### src/rtl/lcd_sequencer_if.sv
`default_nettype none
// ============================================================================
// Module      : lcd_sequencer_if
// Description : Host-side frame-buffer/refresh signals and the byte handshake
//               to the downstream nibble writer, bundled for lcd_sequencer.
// Revision    : 1.0 - initial release
// ============================================================================
interface lcd_sequencer_if;
  logic       char_we;
  logic [4:0] char_addr;
  logic [7:0] char_data;
  logic       refresh;
  logic       wr_busy;
  logic       wr_strb;
  logic [7:0] wr_data;
  logic       wr_rs;
  logic       ready;
  logic       timeout;

  // Sequencer side
  modport master (
    input  char_we, char_addr, char_data, refresh, wr_busy,
    output wr_strb, wr_data, wr_rs, ready, timeout
  );

  // Host / writer side
  modport slave (
    output char_we, char_addr, char_data, refresh, wr_busy,
    input  wr_strb, wr_data, wr_rs, ready, timeout
  );
endinterface
`default_nettype wire

### src/rtl/lcd_sequencer.sv
`default_nettype none
// ============================================================================
// Module      : lcd_sequencer
// Description : Drives a 2x16 character LCD through a byte-level nibble
//               writer: power-up wait, init command string, then redraws a
//               32-entry frame buffer on request. Optional build macro
//               LCD_SEQ_AUTO_REFRESH_EN makes frames redraw continuously.
// Revision    : 1.0 - initial release
// ============================================================================
module lcd_sequencer #(
  parameter int PWRUP_DLY = 405000,
  parameter int TO_CYCLES = 131071
) (
  input wire             Clk,
  input wire             Reset,
  lcd_sequencer_if.master bus
);

  localparam int c_PWR_W = (PWRUP_DLY > 1) ? $clog2(PWRUP_DLY) : 1;
  localparam int c_TO_W  = $clog2(TO_CYCLES + 1);
  localparam logic [c_PWR_W-1:0] c_PWR_LAST = c_PWR_W'(PWRUP_DLY - 1);
  localparam logic [c_TO_W-1:0]  c_TO_LAST  = c_TO_W'(TO_CYCLES - 1);

  typedef enum logic [2:0] {
    PWRUP = 3'd0,
    INIT  = 3'd1,
    IDLE  = 3'd2,
    ADDR1 = 3'd3,
    LINE1 = 3'd4,
    ADDR2 = 3'd5,
    LINE2 = 3'd6
  } state_t;

  typedef enum logic [1:0] {
    PH_SEND    = 2'd0,
    PH_WAIT_HI = 2'd1,
    PH_WAIT_LO = 2'd2
  } phase_t;

  state_t             r_state, w_state_nxt;
  phase_t             r_phase, w_phase_nxt;
  logic [c_PWR_W-1:0] r_pwr_cnt, w_pwr_cnt_nxt;
  logic [c_TO_W-1:0]  r_to_cnt, w_to_cnt_nxt;
  logic [2:0]         r_init_idx, w_init_idx_nxt;
  logic [4:0]         r_char_idx, w_char_idx_nxt;
  logic               r_wr_strb, w_strb_nxt;
  logic [7:0]         r_wr_data, w_data_nxt;
  logic               r_wr_rs, w_rs_nxt;
  logic               r_timeout, w_timeout_nxt;
  logic               r_pending, w_pending_nxt;
  logic               r_rdy_pulse, w_rdy_pulse_nxt;
  logic               w_byte_done;
  logic               w_sending;
  logic [7:0]         w_tx_byte;
  logic               w_tx_rs;

  logic [7:0]         r_buf [32];

  // Frame buffer: host writes land in every state; reset paints all spaces
  always_ff @(posedge Clk) begin
    if (Reset) begin
      for (int i = 0; i < 32; i++) r_buf[i] <= 8'h20;
    end else if (bus.char_we) begin
      r_buf[bus.char_addr] <= bus.char_data;
    end
  end

  // State, counters and registered writer outputs
  always_ff @(posedge Clk) begin
    if (Reset) begin
      r_state     <= PWRUP;
      r_phase     <= PH_SEND;
      r_pwr_cnt   <= '0;
      r_to_cnt    <= '0;
      r_init_idx  <= '0;
      r_char_idx  <= '0;
      r_wr_strb   <= 1'b0;
      r_wr_data   <= 8'h00;
      r_wr_rs     <= 1'b0;
      r_timeout   <= 1'b0;
      r_pending   <= 1'b0;
      r_rdy_pulse <= 1'b0;
    end else begin
      r_state     <= w_state_nxt;
      r_phase     <= w_phase_nxt;
      r_pwr_cnt   <= w_pwr_cnt_nxt;
      r_to_cnt    <= w_to_cnt_nxt;
      r_init_idx  <= w_init_idx_nxt;
      r_char_idx  <= w_char_idx_nxt;
      r_wr_strb   <= w_strb_nxt;
      r_wr_data   <= w_data_nxt;
      r_wr_rs     <= w_rs_nxt;
      r_timeout   <= w_timeout_nxt;
      r_pending   <= w_pending_nxt;
      r_rdy_pulse <= w_rdy_pulse_nxt;
    end
  end

  // Byte selection, per-byte handshake and sequence advance
  always_comb begin
    w_state_nxt     = r_state;
    w_phase_nxt     = r_phase;
    w_pwr_cnt_nxt   = r_pwr_cnt;
    w_to_cnt_nxt    = r_to_cnt;
    w_init_idx_nxt  = r_init_idx;
    w_char_idx_nxt  = r_char_idx;
    w_strb_nxt      = 1'b0;
    w_data_nxt      = r_wr_data;
    w_rs_nxt        = r_wr_rs;
    w_timeout_nxt   = r_timeout;
    w_pending_nxt   = r_pending;
    w_rdy_pulse_nxt = 1'b0;
    w_byte_done     = 1'b0;
    w_tx_byte       = 8'h00;
    w_tx_rs         = 1'b0;
    w_sending       = (r_state == INIT)  || (r_state == ADDR1) ||
                      (r_state == LINE1) || (r_state == ADDR2) ||
                      (r_state == LINE2);

    case (r_state)
      INIT: begin
        case (r_init_idx)
          3'd0:    w_tx_byte = 8'h33;
          3'd1:    w_tx_byte = 8'h32;
          3'd2:    w_tx_byte = 8'h28;
          3'd3:    w_tx_byte = 8'h0C;
          3'd4:    w_tx_byte = 8'h06;
          default: w_tx_byte = 8'h01;
        endcase
      end
      ADDR1: w_tx_byte = 8'h80;
      ADDR2: w_tx_byte = 8'hC0;
      LINE1, LINE2: begin
        w_tx_byte = r_buf[r_char_idx];
        w_tx_rs   = 1'b1;
      end
      default: ;
    endcase

    // The byte is latched at strobe time, so a write to the same entry in
    // the strobe cycle only affects the buffer, not the byte on the wire.
    // The timeout counter spans both waits, measured from the strobe.
    if (w_sending) begin
      case (r_phase)
        PH_SEND: begin
          w_strb_nxt   = 1'b1;
          w_data_nxt   = w_tx_byte;
          w_rs_nxt     = w_tx_rs;
          w_to_cnt_nxt = '0;
          w_phase_nxt  = PH_WAIT_HI;
        end
        PH_WAIT_HI: begin
          w_to_cnt_nxt = r_to_cnt + c_TO_W'(1);
          if (bus.wr_busy) begin
            w_phase_nxt = PH_WAIT_LO;
          end else if (r_to_cnt >= c_TO_LAST) begin
            w_timeout_nxt = 1'b1;
            w_byte_done   = 1'b1;
          end
        end
        PH_WAIT_LO: begin
          w_to_cnt_nxt = r_to_cnt + c_TO_W'(1);
          if (!bus.wr_busy) begin
            w_byte_done = 1'b1;
          end else if (r_to_cnt >= c_TO_LAST) begin
            w_timeout_nxt = 1'b1;
            w_byte_done   = 1'b1;
          end
        end
        default: w_phase_nxt = PH_SEND;
      endcase
      if (w_byte_done) w_phase_nxt = PH_SEND;
    end

    case (r_state)
      PWRUP: begin
        if (r_pwr_cnt == c_PWR_LAST) begin
          w_pwr_cnt_nxt = '0;
          w_state_nxt   = INIT;
        end else begin
          w_pwr_cnt_nxt = r_pwr_cnt + c_PWR_W'(1);
        end
      end
      INIT: begin
        if (w_byte_done) begin
          if (r_init_idx == 3'd5) begin
            w_init_idx_nxt = '0;
            w_state_nxt    = IDLE;
          end else begin
            w_init_idx_nxt = r_init_idx + 3'd1;
          end
        end
      end
      IDLE: begin
`ifdef LCD_SEQ_AUTO_REFRESH_EN
        w_state_nxt = ADDR1;
`else
        if (bus.refresh || r_pending) w_state_nxt = ADDR1;
`endif
      end
      ADDR1: if (w_byte_done) w_state_nxt = LINE1;
      LINE1: begin
        if (w_byte_done) begin
          // 15 -> 16 rolls into the second line via its address command
          w_char_idx_nxt = r_char_idx + 5'd1;
          if (r_char_idx == 5'd15) w_state_nxt = ADDR2;
        end
      end
      ADDR2: if (w_byte_done) w_state_nxt = LINE2;
      LINE2: begin
        if (w_byte_done) begin
          // 31 -> 0 wrap closes the frame
          w_char_idx_nxt = r_char_idx + 5'd1;
          if (r_char_idx == 5'd31) begin
`ifdef LCD_SEQ_AUTO_REFRESH_EN
            w_state_nxt     = ADDR1;
            w_rdy_pulse_nxt = 1'b1;
`else
            w_state_nxt     = IDLE;
`endif
          end
        end
      end
      default: w_state_nxt = PWRUP;
    endcase

    // Requests outside IDLE merge into a single pending redraw
`ifdef LCD_SEQ_AUTO_REFRESH_EN
    w_pending_nxt = 1'b0;
`else
    if (bus.refresh && (r_state != IDLE)) w_pending_nxt = 1'b1;
`endif
    if ((w_state_nxt == ADDR1) && (r_state != ADDR1)) w_pending_nxt = 1'b0;
  end

  assign bus.wr_strb = r_wr_strb;
  assign bus.wr_data = r_wr_data;
  assign bus.wr_rs   = r_wr_rs;
  assign bus.timeout = r_timeout;
  assign bus.ready   = (r_state == IDLE) || r_rdy_pulse;

endmodule
`default_nettype wire

### src/flat_wrapper.sv
// flat-port wrapper written by rule: the top's interface ports become plain ports
module lcd_sequencer_flat 
#(
  parameter int PWRUP_DLY = 405000,
  parameter int TO_CYCLES = 131071
)
  (Clk, Reset, bus_char_we, bus_char_addr, bus_char_data, bus_refresh, bus_wr_busy, bus_wr_strb, bus_wr_data, bus_wr_rs, bus_ready, bus_timeout);
  lcd_sequencer_if bus_i ();
  input wire Clk;
  input wire Reset;
  input wire logic [$bits(bus_i.char_we)-1:0] bus_char_we;
  input wire logic [$bits(bus_i.char_addr)-1:0] bus_char_addr;
  input wire logic [$bits(bus_i.char_data)-1:0] bus_char_data;
  input wire logic [$bits(bus_i.refresh)-1:0] bus_refresh;
  input wire logic [$bits(bus_i.wr_busy)-1:0] bus_wr_busy;
  output wire logic [$bits(bus_i.wr_strb)-1:0] bus_wr_strb;
  output wire logic [$bits(bus_i.wr_data)-1:0] bus_wr_data;
  output wire logic [$bits(bus_i.wr_rs)-1:0] bus_wr_rs;
  output wire logic [$bits(bus_i.ready)-1:0] bus_ready;
  output wire logic [$bits(bus_i.timeout)-1:0] bus_timeout;
  assign bus_i.char_we = bus_char_we;
  assign bus_i.char_addr = bus_char_addr;
  assign bus_i.char_data = bus_char_data;
  assign bus_i.refresh = bus_refresh;
  assign bus_i.wr_busy = bus_wr_busy;
  assign bus_wr_strb = bus_i.wr_strb;
  assign bus_wr_data = bus_i.wr_data;
  assign bus_wr_rs = bus_i.wr_rs;
  assign bus_ready = bus_i.ready;
  assign bus_timeout = bus_i.timeout;
  lcd_sequencer #(.PWRUP_DLY(PWRUP_DLY), .TO_CYCLES(TO_CYCLES)) u_core (.Clk(Clk), .Reset(Reset), .bus(bus_i));
endmodule
### config.mk
export PLATFORM = sky130hd
export DESIGN_NAME = lcd_sequencer_flat
export DESIGN_NICKNAME = d
export VERILOG_FILES = /design/src/rtl/lcd_sequencer_if.sv /design/src/rtl/lcd_sequencer.sv /design/src/flat_wrapper.sv
export SDC_FILE = /design/constraint.sdc
export NUM_CORES = 1
export LEC_CHECK = 0
export CORE_UTILIZATION = 45
export CTS_BUF_LIST = sky130_fd_sc_hd__clkbuf_16
export DETAILED_ROUTE_END_ITERATION = 12
export PLACE_DENSITY_LB_ADDON = 0.25
export SETUP_SLACK_MARGIN = 0.4
export SKIP_LAST_GASP = 1
export SYNTH_ARGS = -nofsm -noshare
export SYNTH_HDL_FRONTEND = slang
export SYNTH_SLANG_ARGS = --single-unit
### constraint.sdc
create_clock -name Clk -period 2.75 [get_ports Clk]
set_input_delay 0.4125 -clock Clk [delete_from_list [all_inputs] [get_ports Clk]]
set_output_delay 0.4125 -clock Clk [all_outputs]
set_load 0.005 [all_outputs]
==> reports/summary.txt <==
Initial Util -> 0.4611
Largest net degree at the start of global routing -> 41
Fraction of registers with async set/reset -> 0
Post-route DRC -> 0
Yosys reg bits -> 322
Row count -> 66
Slew Limit Fails -> 0
Slowest stage delay, CP -> 0.63 ns
Most frequent cell after synthesis -> edfxtp_1
Final hold violations -> 0
CTS tree -> done
Worst setup SP type -> flop
PortBufs -> 29
Minimum clock period -> 2.298 ns
Hold wc startpoint -> u_core.bus.timeout
Nets -> 1,245
Crit. End Element -> flop
Largest area contributor in the netlist -> edfxtp_1
Syn nets -> 1,190
DP HPWL -> 24,410 um
CP Buf/Inv Count -> 1
Top cells by area, synth -> edfxtp_1, and2_1, dfxtp_1
Setup TNS -> 0 ns
Critical path class -> reg2reg
DRT antenna net count -> 0
Ys flop type -> edfxtp_1
Post-synthesis cell area -> 0.01516 mm^2
Gpl congestion -> 0.8460
First-pass GRT wire length -> 56,650 um
Met3 routed WL -> 2484 um
Gr usage total -> 0.2243
Vias in the first global route -> 9,330
Initial DRC Count -> 718
Power, Total -> 11.03 mW
RSZ-0062 raised after global routing -> true
Max VDD drop -> 0.3789 mV
Worst min path class -> reg2reg
WL per Instance -> 22.07 um
Max layer used -> met4
CTS HTree Levels -> 2
Synthesized instance count -> 1,161
Share of layout cells above drive strength 1 -> 0.1571
Synth top cells by count -> edfxtp_1, and2_1, nor2_1, dfxtp_1, clkbuf_1
Detailed-route via count -> 9,542
Worst-Margin Slew -> 0.7804 ns
Die width -> 185.5 um
Clock buffer depth -> 3
Synth warnings -> 0
I/O pin total -> 30
Syn-to-layout area delta -> 14.74%
TritonCTS Sinks -> 322
Die Span Y -> 185.5 um
Largest delay share family, worst path -> multiplexers
Core Area -> 0.03287 mm^2
Avg Cell Area, Syn -> 13.05 um^2
PD cells -> 634.1 mW/mm^2
Status -> finished, final reports clean
Worst-path cell chain -> buf_12 -> mux4_1 -> mux4_2 -> a311o_1
CTS clk-pin slew, worst paths -> 0.06 ns
Worst-Skew Late Latency -> 0.51 ns
Area share of the largest cell type after synthesis -> 0.5072
Root Driver -> clkbuf_16
Leak pwr -> 5.872 nW
Antenna violations before repair -> 2
Setup-failing EPs final -> 0
Vias per inst -> 5.670
Max-Cap Viols -> 0
Crit path DAT -> 2.69 ns
Cell variety after synth -> 65
Max-Slew Margin vs Limit -> 0.4790
EDFF count, synth -> 256
Die area -> 0.03442 mm^2
CTS Buf Count -> 36
Ant. Diodes -> 0
Number of setup buffers added after CTS -> 0
Met1 WL -> 16,370 um
Final WL -> 37,140 um
Final Cycle Share -> 0.8357
DRT Pass-1 Iters -> 5
Grt ovf -> 0
Sequential share of the synthesized area -> 0.5944
Slowest cell on the critical path -> mux4_1
Clk_skew -> 0.01606 ns
Met2 Wirelength -> 17,480 um
Fmax -> 0.4351 GHz
Worst Path Required -> 3.14 ns
Max FO, Critical Path -> 38
==> worst register-to-register path: cells and delay by family (launching register included) <==
family / cells / cell delay, ns
AOI/OAI and AO/OA: 1 / 0.37
DFF: 1 / 0.37
buffers and inverters: 1 / 0.26
muxes: 2 / 1.18
==> registers in the layout, indices dropped and copies added (netlist names), named ones only <==
signal,cells
u_core.r_pending,1
u_core.r_to_cnt,17
u_core.r_buf,256
u_core.r_pwr_cnt,19
u_core.bus.wr_data,8
u_core.r_char_idx,5
u_core.r_phase,2
u_core.r_init_idx,3
u_core.r_state,3
u_core.bus.wr_strb,1
u_core.bus.wr_rs,1
u_core.bus.timeout,1
==> metrics by stage <==
stage | area, um^2 | utilization | setup slack, ns | instances | hold WS, ns
2_1_floorplan | 15160 | - | 0.3402 | 1161 | 0.4539
3_3_place_gp | 16220 | 0.4935 | 0.1836 | 1620 | 0.4532
3_5_place_dp | 16220 | 0.4935 | 0.1171 | 1620 | 0.4675
4_1_cts | 17380 | 0.5287 | 0.3746 | 1683 | 0.4777
5_1_grt | 17390 | 0.5291 | 0.3882 | 1683 | 0.5116
6_report | 17390 | 0.5291 | 0.4517 | 1683 | 0.4787
==> report_power, final <==
group	internal (mW)	total [mW]	switching (mW)
clock network	2.78	4.72	1.94
logic	0.279	0.690	0.412
registers	5.49	5.61	0.121
==> kinds of logic (layout without fill, tap and decap cells) <==
family	count (synthesis)	after routing	share of synthesized area
adders and majority gates	11	11	0.009081
buffers and inverters	98	178	0.02881
muxes	84	84	0.1147
and+or+nand+nor	487	487	0.1833
DFF	322	322	0.5944
AOI/OAI and AO/OA	130	130	0.05300
xor gates and xnor gates	29	29	0.01676
==> routing by layer <==
metal  track usage  vias up
met5             0        -
met4       0.06017        0
met3       0.04246       59
met2        0.3633      291
met1        0.3093     4788
li1              -     4404
==> placed cells by master (no fill, tap or decap), types with 5 or more instances in the layout <==
| cell | instances |
|---|---|
| nand4_1 | 16 |
| ha_1 | 11 |
| or3_1 | 42 |
| buf_12 | 5 |
| nand3_1 | 20 |
| xnor2_1 | 13 |
| mux2_2 | 6 |
| nand3b_1 | 6 |
| inv_1 | 20 |
| and3_1 | 8 |
| nor4_1 | 6 |
| clkinv_1 | 7 |
| a211oi_1 | 5 |
| clkbuf_16 | 38 |
| a21oi_1 | 29 |
| and2_1 | 229 |
| nor2_1 | 87 |
| o31ai_1 | 7 |
| clkdlybuf4s50_1 | 29 |
| mux4_1 | 17 |
| mux2i_1 | 12 |
| buf_4 | 66 |
| o21ai_0 | 53 |
| nor3_1 | 10 |
| dfxtp_1 | 61 |
| xor2_1 | 16 |
| nor2b_1 | 5 |
| nand2_1 | 32 |
| mux4_2 | 49 |
| a31oi_1 | 5 |
| o221ai_1 | 5 |
| edfxtp_1 | 256 |
==> what timing repair did <==
item | CTS | global route
setup endpoints to repair | 3 | 5
gates resized for setup | 2 | 6
hold buffers | 0 | 0
==> area by class of cell <==
class / instances / area [um^2]
Timing Repair Buffer: 100 / 885.9
Sequential cell: 322 / 9020
Clock inverter: 25 / 202.7
Clock buffer: 38 / 950.9
Fill cell: 2784 / 15480
Tap cell: 442 / 553.0
Inverter: 15 / 56.30
Multi-Input combinational cell: 741 / 5720
==> path summary, 6_finish.rpt <==
check	slack (ns)	endpoint	cells after the start
max	0.45	u_core.bus.wr_data[7]	4
min	0.48	u_core.bus.timeout	2
min reg2reg	0.48	u_core.bus.timeout	2
max reg2reg	0.45	u_core.bus.wr_data[7]	4
Note: power is estimated with default switching activity, not from simulation.
